--- config.mk ---
export PLATFORM = sky130hd
export DESIGN_NAME = sd_traffic_gen
export DESIGN_NICKNAME = d
export VERILOG_FILES = /design/src/rtl/sd_test_pkg.sv /design/src/rtl/sd_pattern_gen.sv /design/src/rtl/sd_traffic_gen.sv
export SDC_FILE = /design/constraint.sdc
export NUM_CORES = 1
export LEC_CHECK = 0
export ABC_AREA = 1
export BUFFER_PORTS_ARGS = -buffer_cell sky130_fd_sc_hd__clkbuf_2
export CORE_MARGIN = 3
export CORE_UTILIZATION = 40
export CTS_BUF_LIST = sky130_fd_sc_hd__clkbuf_16
export DETAILED_ROUTE_END_ITERATION = 7
export SYNTH_ARGS = -nofsm -noshare
export SYNTH_HDL_FRONTEND = slang
export SYNTH_SLANG_ARGS = --single-unit
export TNS_END_PERCENT = 30
--- constraint.sdc ---
create_clock -name CLK -period 3.5 [get_ports CLK]
set_input_delay 0.7 -clock CLK [delete_from_list [all_inputs] [get_ports CLK]]
set_output_delay 0.7 -clock CLK [all_outputs]
set_load 0.01 [all_outputs]
--- src/rtl/sd_test_pkg.sv ---
// ============================================================================
// Module      : sd_test_pkg
// Description : Shared encodings for the card_driver traffic generator:
//               modes, FSM states, burst length table, status characters.
// Revision    : 1.0 - initial release
// ============================================================================
`default_nettype none

package sd_test_pkg;

  localparam logic [1:0] c_mode_wr   = 2'd0;
  localparam logic [1:0] c_mode_rd   = 2'd1;
  localparam logic [1:0] c_mode_wrv  = 2'd2;
  localparam logic [1:0] c_mode_rsvd = 2'd3;

  typedef enum logic [2:0] {
    ST_IDLE     = 3'd0,
    ST_ISSUE_WR = 3'd1,
    ST_ISSUE_RD = 3'd2,
    ST_WAIT     = 3'd3,
    ST_ADVANCE  = 3'd4,
    ST_DONE     = 3'd5
  } state_t;

  localparam logic [7:0] c_stat_wr   = 8'h77;  // "w"
  localparam logic [7:0] c_stat_rd   = 8'h72;  // "r"
  localparam logic [7:0] c_stat_err  = 8'h45;  // "E"
  localparam logic [7:0] c_stat_pass = 8'h50;  // "P"
  localparam logic [7:0] c_stat_fail = 8'h46;  // "F"

  function automatic logic [31:0] burst_len(input logic [2:0] sel);
    case (sel)
      3'd0:    burst_len = 32'd1;
      3'd1:    burst_len = 32'd2;
      3'd2:    burst_len = 32'd5;
      3'd3:    burst_len = 32'd10;
      3'd4:    burst_len = 32'd100;
      3'd5:    burst_len = 32'd1000;
      3'd6:    burst_len = 32'd10000;
      default: burst_len = 32'd100000;
    endcase
  endfunction

endpackage

`default_nettype wire

--- src/rtl/sd_pattern_gen.sv ---
// ============================================================================
// Module      : sd_pattern_gen
// Description : 8-bit data pattern source: +1 counter, or an x^8+x^6+x^5+x^4+1
//               Fibonacci LFSR when built with LFSR_PATTERN_EN.
// Revision    : 1.0 - initial release
// ============================================================================
`default_nettype none

module sd_pattern_gen #(
  parameter logic [7:0] SEED = 8'h41
) (
  input  logic       CLK,
  input  logic       RST,
  input  logic       SEED_LD,
  input  logic       ADV,
  input  logic       SEL,
  output logic [7:0] VALUE
);

  logic [7:0] r_value;
  logic [7:0] w_seed;
  logic [7:0] w_next;

`ifdef LFSR_PATTERN_EN
  logic w_fb;
  assign w_fb   = r_value[7] ^ r_value[5] ^ r_value[4] ^ r_value[3];
  // An all-zero LFSR would lock up, so a zero seed is bumped to 1.
  assign w_seed = (SEL && (SEED == 8'h00)) ? 8'h01 : SEED;
  assign w_next = SEL ? {r_value[6:0], w_fb} : (r_value + 8'd1);
`else
  logic w_unused_sel;
  assign w_unused_sel = SEL;
  assign w_seed       = SEED;
  assign w_next       = r_value + 8'd1;
`endif

  always_ff @(posedge CLK or posedge RST) begin
    if (RST) begin
      r_value <= SEED;
    end else if (SEED_LD) begin
      r_value <= w_seed;
    end else if (ADV) begin
      r_value <= w_next;
    end
  end

  assign VALUE = r_value;

endmodule

`default_nettype wire

--- src/rtl/sd_traffic_gen.sv ---
// ============================================================================
// Module      : sd_traffic_gen
// Description : Write/read/verify burst traffic generator and checker for
//               card_driver. Optional LFSR data pattern via LFSR_PATTERN_EN.
// Revision    : 1.0 - initial release
// ============================================================================
`default_nettype none

module sd_traffic_gen
  import sd_test_pkg::*;
#(
  parameter int         ADDR_W     = 32,
  parameter int         LEN_W      = 32,
  parameter int         CNT_W      = 16,
  parameter int         NUM_BURSTS = 0,
  parameter logic [7:0] SEED       = 8'h41
) (
  input  logic              CLK,
  input  logic              RST,
  input  logic              START,
  input  logic [1:0]        MODE,
  input  logic [2:0]        LEN_SEL,
  input  logic              PATTERN_SEL,
  input  logic              DRV_BUSY,
  output logic              WR_STB,
  output logic [ADDR_W-1:0] WR_ADDR,
  output logic [LEN_W-1:0]  WR_LENGTH,
  input  logic              WR_ACK,
  output logic              WD_STB,
  output logic [7:0]        WD_DATA,
  input  logic              WD_ACK,
  output logic              RD_STB,
  output logic [ADDR_W-1:0] RD_ADDR,
  output logic [LEN_W-1:0]  RD_LENGTH,
  input  logic              RD_ACK,
  input  logic              RES_STB,
  input  logic              RES_DEBUG,
  input  logic [7:0]        RES_DATA,
  output logic              RES_BUSY,
  output logic              STAT_STB,
  output logic [7:0]        STAT_DAT,
  output logic              RUNNING,
  output logic              DONE,
  output logic [CNT_W-1:0]  ERR_CNT,
  output logic [CNT_W-1:0]  BURST_CNT
);

  state_t            r_state, w_state_nxt;
  logic              r_start_d;
  logic [1:0]        r_mode;
  logic [2:0]        r_len_sel;
  logic              r_pat_sel;
  logic              r_after_wr;
  logic              r_burst_err;
  logic [ADDR_W-1:0] r_addr;
  logic [CNT_W-1:0]  r_err_cnt;
  logic [CNT_W-1:0]  r_burst_cnt;
  logic              r_done;
  logic              r_stat_stb;
  logic [7:0]        r_stat_dat;

  logic              w_start_run, w_advance, w_last;
  logic              w_wr_acc, w_rd_acc, w_chk, w_miss, w_err_evt;
  logic              w_pat_sel, w_stat_stb;
  logic [7:0]        w_stat_dat, w_exp;
  logic [31:0]       w_blen;
  logic [CNT_W:0]    w_bc_inc;
  state_t            w_first;

  assign w_blen    = burst_len(r_len_sel);
  assign w_bc_inc  = {1'b0, r_burst_cnt} + (CNT_W+1)'(1);
  assign w_last    = ((NUM_BURSTS != 0) && (w_bc_inc == (CNT_W+1)'(NUM_BURSTS))) || !START;
  assign w_first   = (r_mode == c_mode_rd) ? ST_ISSUE_RD : ST_ISSUE_WR;
  assign w_wr_acc  = (r_state == ST_ISSUE_WR) && WR_ACK;
  assign w_rd_acc  = (r_state == ST_ISSUE_RD) && RD_ACK;
  assign w_chk     = (r_state != ST_IDLE) && (r_mode != c_mode_wr) && RES_STB && !RES_DEBUG;
  assign w_miss    = w_chk && (RES_DATA != w_exp);
  assign w_err_evt = w_miss && !r_burst_err;
  // Generators reseed in IDLE, before the pattern select has been latched.
  assign w_pat_sel = (r_state == ST_IDLE) ? PATTERN_SEL : r_pat_sel;

  always_comb begin
    w_state_nxt = r_state;
    w_start_run = 1'b0;
    w_advance   = 1'b0;
    case (r_state)
      ST_IDLE: begin
        if (START && !r_start_d) begin
          w_start_run = 1'b1;
          w_state_nxt = (MODE == c_mode_rd) ? ST_ISSUE_RD : ST_ISSUE_WR;
        end
      end
      ST_ISSUE_WR: if (WR_ACK) w_state_nxt = ST_WAIT;
      ST_ISSUE_RD: if (RD_ACK) w_state_nxt = ST_WAIT;
      ST_WAIT: begin
        if (!DRV_BUSY) begin
          w_state_nxt = (r_mode == c_mode_wrv && r_after_wr) ? ST_ISSUE_RD : ST_ADVANCE;
        end
      end
      ST_ADVANCE: begin
        w_advance   = 1'b1;
        w_state_nxt = w_last ? ST_DONE : w_first;
      end
      ST_DONE: if (!START) w_state_nxt = ST_IDLE;
      default: w_state_nxt = ST_IDLE;
    endcase
  end

  // Later assignments win: E over w/r over P/F.
  always_comb begin
    w_stat_stb = 1'b0;
    w_stat_dat = r_stat_dat;
    if (w_advance && w_last) begin
      w_stat_stb = 1'b1;
      w_stat_dat = (r_err_cnt == '0) ? c_stat_pass : c_stat_fail;
    end
    if (w_wr_acc) begin
      w_stat_stb = 1'b1;
      w_stat_dat = c_stat_wr;
    end
    if (w_rd_acc) begin
      w_stat_stb = 1'b1;
      w_stat_dat = c_stat_rd;
    end
    if (w_err_evt) begin
      w_stat_stb = 1'b1;
      w_stat_dat = c_stat_err;
    end
  end

  always_ff @(posedge CLK or posedge RST) begin
    if (RST) begin
      r_state     <= ST_IDLE;
      r_start_d   <= 1'b0;
      r_mode      <= c_mode_wr;
      r_len_sel   <= 3'd0;
      r_pat_sel   <= 1'b0;
      r_after_wr  <= 1'b0;
      r_burst_err <= 1'b0;
      r_addr      <= '0;
      r_err_cnt   <= '0;
      r_burst_cnt <= '0;
      r_done      <= 1'b0;
      r_stat_stb  <= 1'b0;
      r_stat_dat  <= 8'h00;
    end else begin
      r_state    <= w_state_nxt;
      r_start_d  <= START;
      r_stat_stb <= w_stat_stb;
      r_stat_dat <= w_stat_dat;
      if (w_start_run) begin
        r_mode      <= (MODE == c_mode_rsvd) ? c_mode_wr : MODE;
        r_len_sel   <= LEN_SEL;
        r_pat_sel   <= PATTERN_SEL;
        r_addr      <= '0;
        r_err_cnt   <= '0;
        r_burst_cnt <= '0;
        r_burst_err <= 1'b0;
        r_done      <= 1'b0;
      end
      if (w_wr_acc) r_after_wr <= 1'b1;
      if (w_rd_acc) r_after_wr <= 1'b0;
      if (w_advance) begin
        r_addr      <= r_addr + ADDR_W'(w_blen);
        r_burst_err <= 1'b0;
        if (r_burst_cnt != {CNT_W{1'b1}}) r_burst_cnt <= r_burst_cnt + CNT_W'(1);
        if (w_last) r_done <= 1'b1;
      end
      if (w_miss) begin
        r_burst_err <= 1'b1;
        if (r_err_cnt != {CNT_W{1'b1}}) r_err_cnt <= r_err_cnt + CNT_W'(1);
      end
    end
  end

  sd_pattern_gen #(.SEED(SEED)) u_wr_gen (
    .CLK     (CLK),
    .RST     (RST),
    .SEED_LD (w_start_run),
    .ADV     (WD_STB && WD_ACK),
    .SEL     (w_pat_sel),
    .VALUE   (WD_DATA)
  );

  sd_pattern_gen #(.SEED(SEED)) u_exp_gen (
    .CLK     (CLK),
    .RST     (RST),
    .SEED_LD (w_start_run),
    .ADV     (w_chk),
    .SEL     (w_pat_sel),
    .VALUE   (w_exp)
  );

  assign RUNNING   = (r_state != ST_IDLE) && (r_state != ST_DONE);
  assign WD_STB    = RUNNING;
  assign WR_STB    = (r_state == ST_ISSUE_WR);
  assign RD_STB    = (r_state == ST_ISSUE_RD);
  assign WR_ADDR   = r_addr;
  assign RD_ADDR   = r_addr;
  assign WR_LENGTH = WR_STB ? LEN_W'(w_blen) : '0;
  assign RD_LENGTH = RD_STB ? LEN_W'(w_blen) : '0;
  assign RES_BUSY  = DRV_BUSY;
  assign STAT_STB  = r_stat_stb;
  assign STAT_DAT  = r_stat_dat;
  assign DONE      = r_done;
  assign ERR_CNT   = r_err_cnt;
  assign BURST_CNT = r_burst_cnt;

endmodule

`default_nettype wire
==> out/qor.yml, run 1 <==
outcome:
  status: "finished, final reports clean"
logic_synthesis:
  synth-edff-count: 0
  yosysWarnings: 0
  synthFlopType: "dfrtp_1"
  synth-seq-cells: 99
  synth_cell_types: 55
  synth_async_sr_flop_share_pct: 100.0
  seq_area_frac_synth_pct: 34.67
  synth_cells: 1009
  synthesis.area_um2: 7161
  syn_area_per_cell_um2: 7.097
global_routing:
  grt_overflow_total: 0
  antenna_found_initial: 0
  grt_pass1_vias: 6081
  grt_usage_pct: 19.04
  grt_max_degree: 80
  grt_first_pass_wirelength_um: 30620
min_path:
  worstHoldEndpoint: "STAT_DAT[6]"
  worstHoldStart: "STAT_DAT[6]"
  min_path_cells: 1
  hold_class: "register to register"
clocking:
  clockBufferDepth: 2
  cts.sinks: 99
  cts_resized: 0
  path_clk_slew_ns: 0.08
  root_buffer: "clkbuf_16"
  cts_htree_levels: 3
  clkLatencyLatePin_ns: 0.36
  cts_hold_buffers: 0
  cts_setup_buffers: 0
  cts_buffers: 9
  cts_tree: "built"
finish:
  layout_common_cells: "nand2_1, clkbuf_2, inv_1, nor2_1, dfrtp_1"
  final_common_cell: "nand2_1"
  area_growth_pct: 12.98
  fin_util_pct: 46.45
  instances_no_fill: 1364
  diodes: 0
  final_nets: 1175
  drive_gt1_share_pct: 21.16
  final.fill_count: 1822
sta:
  max_freq_ghz: 0.3379
  rsz0062_at_grt: "no"
  fin_setup_tns_ns: 0
  worst_pin_slew_ns: 1.010
  finalSetupViolCount: 0
  hold_violations: 0
  fin_crit_sh_pct: 84.56
  finalClockSkew_ns: 0.008555
  relSlewSlack_pct: 32.66
  period_minus_slack_ns: 2.960
  drv_slew: 0
floorplan:
  die_height_um: 139.8
  core_area_um2: 17420
  dieArea_um2: 19540
  rows: 48
  die_w_um: 139.8
  top_level_ports: 206
  initial_utilization_pct: 41.11
detailed_routing:
  drt-initial-drc-count: 332
  via_count: 6580
  vias_per_cell: 4.824
  wirelength_um: 18590
  drt_drc_violations_left: 0
  ant_nets: 0
  dr.pass1.iters: 5
  detail_route.wl_per_cell_um: 13.63
power:
  power_density_nw_per_um2: 657.0
  power_leakage_nw: 4.326
  ir_worst_vdd_v: 0.0002585
placement:
  hpwl_um: 14210
  dp_cells: 1348
  gp_congestion: 0.8827
  io_buffers: 166
worst_setup_path:
  rr_startpoint: "r_len_sel[2]"
  rr_worst_depth: 15
  ff2ff_setup_slack_ns: 0.54
  crit_path_max_fanout: 16
  worstPathRequired_ns: 3.74
  crit_arrival_ns: 3.20
  start_kind: "register"
  cp-end-kind: "register"
  r2r_end: "RD_ADDR[17]"
  worstSetupPathType: "register to register"
run:
  cap_viol_max_count: 0
==> state kept, by name, indices dropped and copies added (netlist names) <==
register         count
RD_ADDR             32
BURST_CNT           16
ERR_CNT             16
u_exp_gen.VALUE      8
u_wr_gen.VALUE       8
STAT_DAT             6
r_len_sel            3
r_state              3
r_mode               2
DONE                 1
STAT_STB             1
r_after_wr           1
r_burst_err          1
r_start_d            1
==> per-stage QoR <==
step                      power (W)  worst slack [ns]  area [µm²]  hold WS, ns
after floorplan            0.003666            0.2162        7300       0.4593
after global placement     0.004290            0.5437        7789       0.4588
after detailed placement   0.004329            0.4906        7789       0.4590
after CTS                  0.005390            0.4871        8090       0.4784
after global routing       0.005806            0.1746        8090       0.5098
final                      0.005315            0.5402        8090       0.4758
==> layer usage <==
| layer | part of all wire [%] | vias to the layer above | global-route usage, % | routed length [µm] |
|---|---|---|---|---|
| met2 | 48 | 161 | 31.86 | 8924 |
| met1 | 46 | 3021 | 25.65 | 8568 |
| li1 | - | 3382 | - | - |
| met3 | 4.6 | 16 | 3.471 | 864 |
| met4 | 1.2 | 0 | 4.589 | 230 |
| met5 | 0 | - | 0 | 0 |
==> worst max-delay path by stage <==
| stage | start | to | depth (start not counted) |
|---|---|---|---|
| 3_3_place_gp | r_len_sel[2] | RD_ADDR[19] | 15 |
| 3_5_place_dp | r_len_sel[2] | RD_ADDR[19] | 15 |
| 5_1_grt | r_len_sel[2] | RD_ADDR[17] | 15 |
| 2_1_floorplan | RST | BURST_CNT[0] | 1 |
| 6_report | r_len_sel[2] | RD_ADDR[17] | 15 |
| 4_1_cts | r_len_sel[2] | RD_ADDR[19] | 15 |
==> kinds of logic after synthesis <==
| family | share of synthesized area, % |
|---|---|
| buffers and inverters | 16.91 |
| adders and majority gates | 3.250 |
| muxes | 0.2796 |
| xor gates and xnor gates | 3.058 |
| AOI/OAI and AO/OA | 9.244 |
| DFF | 34.67 |
| other | 0.05237 |
| and+or+nand+nor | 32.54 |
==> final cells by class <==
class | instances | area [µm²] | area share (%)
timing repair buffer | 171 | 868.3 | 10.73
clock buffer | 9 | 225.2 | 2.784
inverter | 144 | 550.5 | 6.805
tap | 225 | 281.5 | 3.480
clock inverter | 7 | 76.32 | 0.9434
multi-input combinational | 709 | 3606 | 44.57
sequential | 99 | 2482 | 30.68
==> worst max-delay path, cell delays in order (launching register included) <==
cell	delay [ns]
dfrtp_1	0.73
inv_2	0.13
nor2_1	0.34
a21oi_1	0.11
ha_1	0.34
nand3_1	0.08
nand2_1	0.10
nand2_1	0.09
a21oi_2	0.24
nand2_1	0.08
nand3_1	0.13
nand2_1	0.10
nand2_2	0.15
nand2_1	0.08
nand3_1	0.08
nand2_1	0.06
==> cells in the mapped netlist, drive strengths merged (3+ instances only) <==
cell type    n  area, µm²
nand2      238      940.9
o21bai       4      33.78
inv        144      548.0
dfstp        4      105.1
buf         84      625.6
xor2        23      201.4
nand3       91      495.5
nor4         4      40.04
o21a         3      22.52
dfrtp       95       2377
nor2       114      460.4
nor3        34      196.4
o21ai       44      224.0
or2          5      31.28
clkbuf      10      37.54
a21oi       36      183.9
ha          17      212.7
nand4       24      150.1
o22ai       11      68.82
==> power breakdown <==
| group | leakage (nW) | internal [W] | total (W) | switching (W) |
|---|---|---|---|---|
| clock | 0.148 | 0.000562 | 0.00104 | 0.000477 |
| combinational | 2.86 | 0.000861 | 0.00238 | 0.00152 |
| sequential | 1.31 | 0.00146 | 0.00190 | 0.000434 |
| total | 4.33 | 0.00289 | 0.00531 | 0.00243 |
(Power assumes the default switching activity.)
==> run 2: changes to the inputs <==
PLACE_DENSITY = 0.67   (was default)
clock period = 2.43 ns   (was 3.5 ns; I/O delays follow)
==> run 2 against run 1 <==
Compared with the run above:
- utilization increased by 3.2 points
- non-clock buffer count increased by 45
- wire length increased by 2.0%
- sequential share of layout area decreased by 2.0 points
- setup slack got worse by 0.49 ns
- critical path type unchanged
==> out/qor.yml, run 2 (same netlist as run 1, synthesis figures left out) <==
clocking:
  cts_buffers: 9  # unchanged
  clockBufferDepth: 2  # unchanged
  clkLatencyLatePin_ns: 0.36  # about the same
  root_buffer: "clkbuf_16"  # unchanged
  cts_hold_buffers: 0  # unchanged
  path_clk_slew_ns: 0.08  # about the same
  cts_htree_levels: 3  # unchanged
  cts_tree: "built"  # unchanged
  cts.sinks: 99  # unchanged
power:
  power_frac_seq_pct: 32.5  # was 35.7%
  power_density_nw_per_um2: 962.6  # was 657.0 nW/µm²
  p_sw_w: 0.003787  # was 0.002428 W
  ir_worst_vdd_v: 0.0004080  # was 0.0002585 V
  p_int_w: 0.004542  # was 0.002887 W
  swShare_pct: 45.47  # was 45.68%
  power_w: 0.008328  # was 0.005315 W
  power_leakage_nw: 4.545  # was 4.326 nW
  clkPwrFrac_pct: 17.0  # was 19.5%
  combinationalPowerShare_pct: 50.5  # was 44.7%
worst_setup_path:
  cp-end-kind: "register"  # unchanged
  crit_arrival_ns: 2.66  # was 3.20 ns
  worstPathRequired_ns: 2.71  # was 3.74 ns
  crit_path_max_fanout: 5  # was 16
  worstSetupPathType: "register to register"  # unchanged
  start_kind: "register"  # unchanged
global_routing:
  met2_usage_pct: 31.65  # was 31.86%
  grt_pass1_vias: 6280  # was 6,081
  grt_first_pass_wirelength_um: 30860  # was 30,620 µm
  grt_overflow_total: 0  # unchanged
  use_met1_pct: 25.14  # was 25.65%
  grt_max_degree: 100  # was 80
  grt_util_met3_pct: 4.467  # was 3.471%
  grt_usage_pct: 19.01  # was 19.04%
  antenna_found_initial: 0  # unchanged
  top_usage_layer: "met2"  # unchanged
sta:
  worst_pin_slew_ns: 0.6570  # was 1.010 ns
  drv_slew: 0  # unchanged
  relSlewSlack_pct: 56.13  # was 32.66%
  finalSetupViolCount: 0  # unchanged
  finalClockSkew_ns: 0.01070  # was 0.008555 ns
  max_freq_ghz: 0.4206  # was 0.3379 GHz
  hold_violations: 0  # unchanged
  setup_ws_ns: 0.05233  # was 0.5402 ns
  period_minus_slack_ns: 2.378  # was 2.960 ns
  fin_crit_sh_pct: 97.85  # was 84.56%
  rsz0062_at_grt: "yes"  # was no
outcome:
  status: "finished, final reports clean"  # unchanged
placement:
  dp_cells: 1384  # was 1,348
  post_dp_cell_area_um2: 8073  # was 7789 µm²
  io_buffers: 166  # unchanged
  detailedPlace.worstSlack_ns: -0.02728  # was 0.4906 ns
  gp_congestion: 0.9427  # was 0.8827
  hpwl_um: 14310  # was 14,210 µm
run:
  cap_viol_max_count: 0  # unchanged
floorplan:
  die_height_um: 139.8  # unchanged
  dieArea_um2: 19540  # unchanged
  top_level_ports: 206  # unchanged
  rows: 48  # unchanged
  die_w_um: 139.8  # unchanged
  core_area_um2: 17420  # unchanged
  initial_utilization_pct: 41.11  # unchanged
detailed_routing:
  drt_drc_violations_left: 0  # unchanged
  wirelength_um: 18950  # was 18,590 µm
  ant_nets: 0  # unchanged
  detail_route.wl_per_cell_um: 13.45  # was 13.63 µm
  vias_per_cell: 4.832  # was 4.824
  drt-initial-drc-count: 493  # was 332
  via_count: 6808  # was 6,580
  dr.pass1.iters: 5  # unchanged
finish:
  largest_reg_flops: 32  # unchanged
  area_growth_pct: 20.83  # was 12.98%
  drive_gt1_share_pct: 27.87  # was 21.16%
  regArea_um2: 2485  # was 2482 µm²
  final.fill_count: 1752  # was 1,822
  final_nets: 1220  # was 1,175
  diodes: 0  # unchanged
  multi_input_area_um2: 3820  # was 3606 µm²
  instances_no_fill: 1409  # was 1,364
  final_common_cell: "nand2_1"  # unchanged
  layout_common_cells: "nand2_1, clkbuf_2, inv_1, nor2_1, dfrtp_1"  # unchanged
  stdcell_area_um2: 8652  # was 8090 µm²
  fin_util_pct: 49.68  # was 46.45%
min_path:
  hold_class: "primary input to asynchronous set/reset pin"  # was register to register
run 2: power groups by stage:
stage	clock [W]	sequential (W)	combinational (W)
2_1_floorplan	0	0.00271	0.00258
3_3_place_gp	0	0.00267	0.00379
3_5_place_dp	0	0.00269	0.00386
4_1_cts	0.00147	0.00266	0.00389
5_1_grt	0.00153	0.00279	0.00471
6_report	0.00142	0.00271	0.00421
run 2: worst max-delay path: stages, from the launching register on:
cell and delay [ns]:
dfrtp_2 0.48, buf_6 0.15, nor2_2 0.04, ha_2 0.18, fa_2 0.37, nand2_2 0.09
nor2_2 0.04, nor2_2 0.15, nor2_2 0.06, nand2_1 0.08, nand2_2 0.11, buf_4 0.15
buf_4 0.13, xnor2_2 0.11, o21ai_0 0.15
run 2: per-stage QoR:
step                setup TNS [ns]  hold WS [ns]
finish                           0        0.2770
global route               -0.6552        0.3146
CTS                      -0.005297        0.2935
detailed placement        -0.09578        0.4623
global placement                 0        0.4591
floorplan                        0        0.4593
run 2: final timing paths:
check	cells after the start	to	slack [ns]	from
max	14	RD_ADDR[6]	0.05	r_len_sel[0]
min	3	u_exp_gen.VALUE[5]	0.28	RST
max reg2reg	14	RD_ADDR[6]	0.05	r_len_sel[0]
min reg2reg	1	STAT_DAT[6]	0.48	STAT_DAT[6]
max in group asynchronous	3	r_len_sel[1]	1.74	RST
min in group CLK	1	r_start_d	0.32	START
run 2: routing by layer:
metal  routed length [µm]  vias up
met5                    0        -
met4                  297        0
met3                 1170       27
met2                 8938      196
met1                 8545     3111
li1                     -     3474
run 2: final cells by class:
class                      count  area share, %
tap                          225          3.254
multi-input combinational    709          44.15
sequential                    99          28.72
clock buffer                   9          2.603
timing repair buffer         216          14.22
clock inverter                 7         0.6797
inverter                     144          6.377
run 2: timing repair:
action | in CTS | in global routing
setup buffers | 1 | 8
pin swaps | 3 | 19
gates resized for setup | 5 | 48
endpoints found under the setup margin | 6 | 26
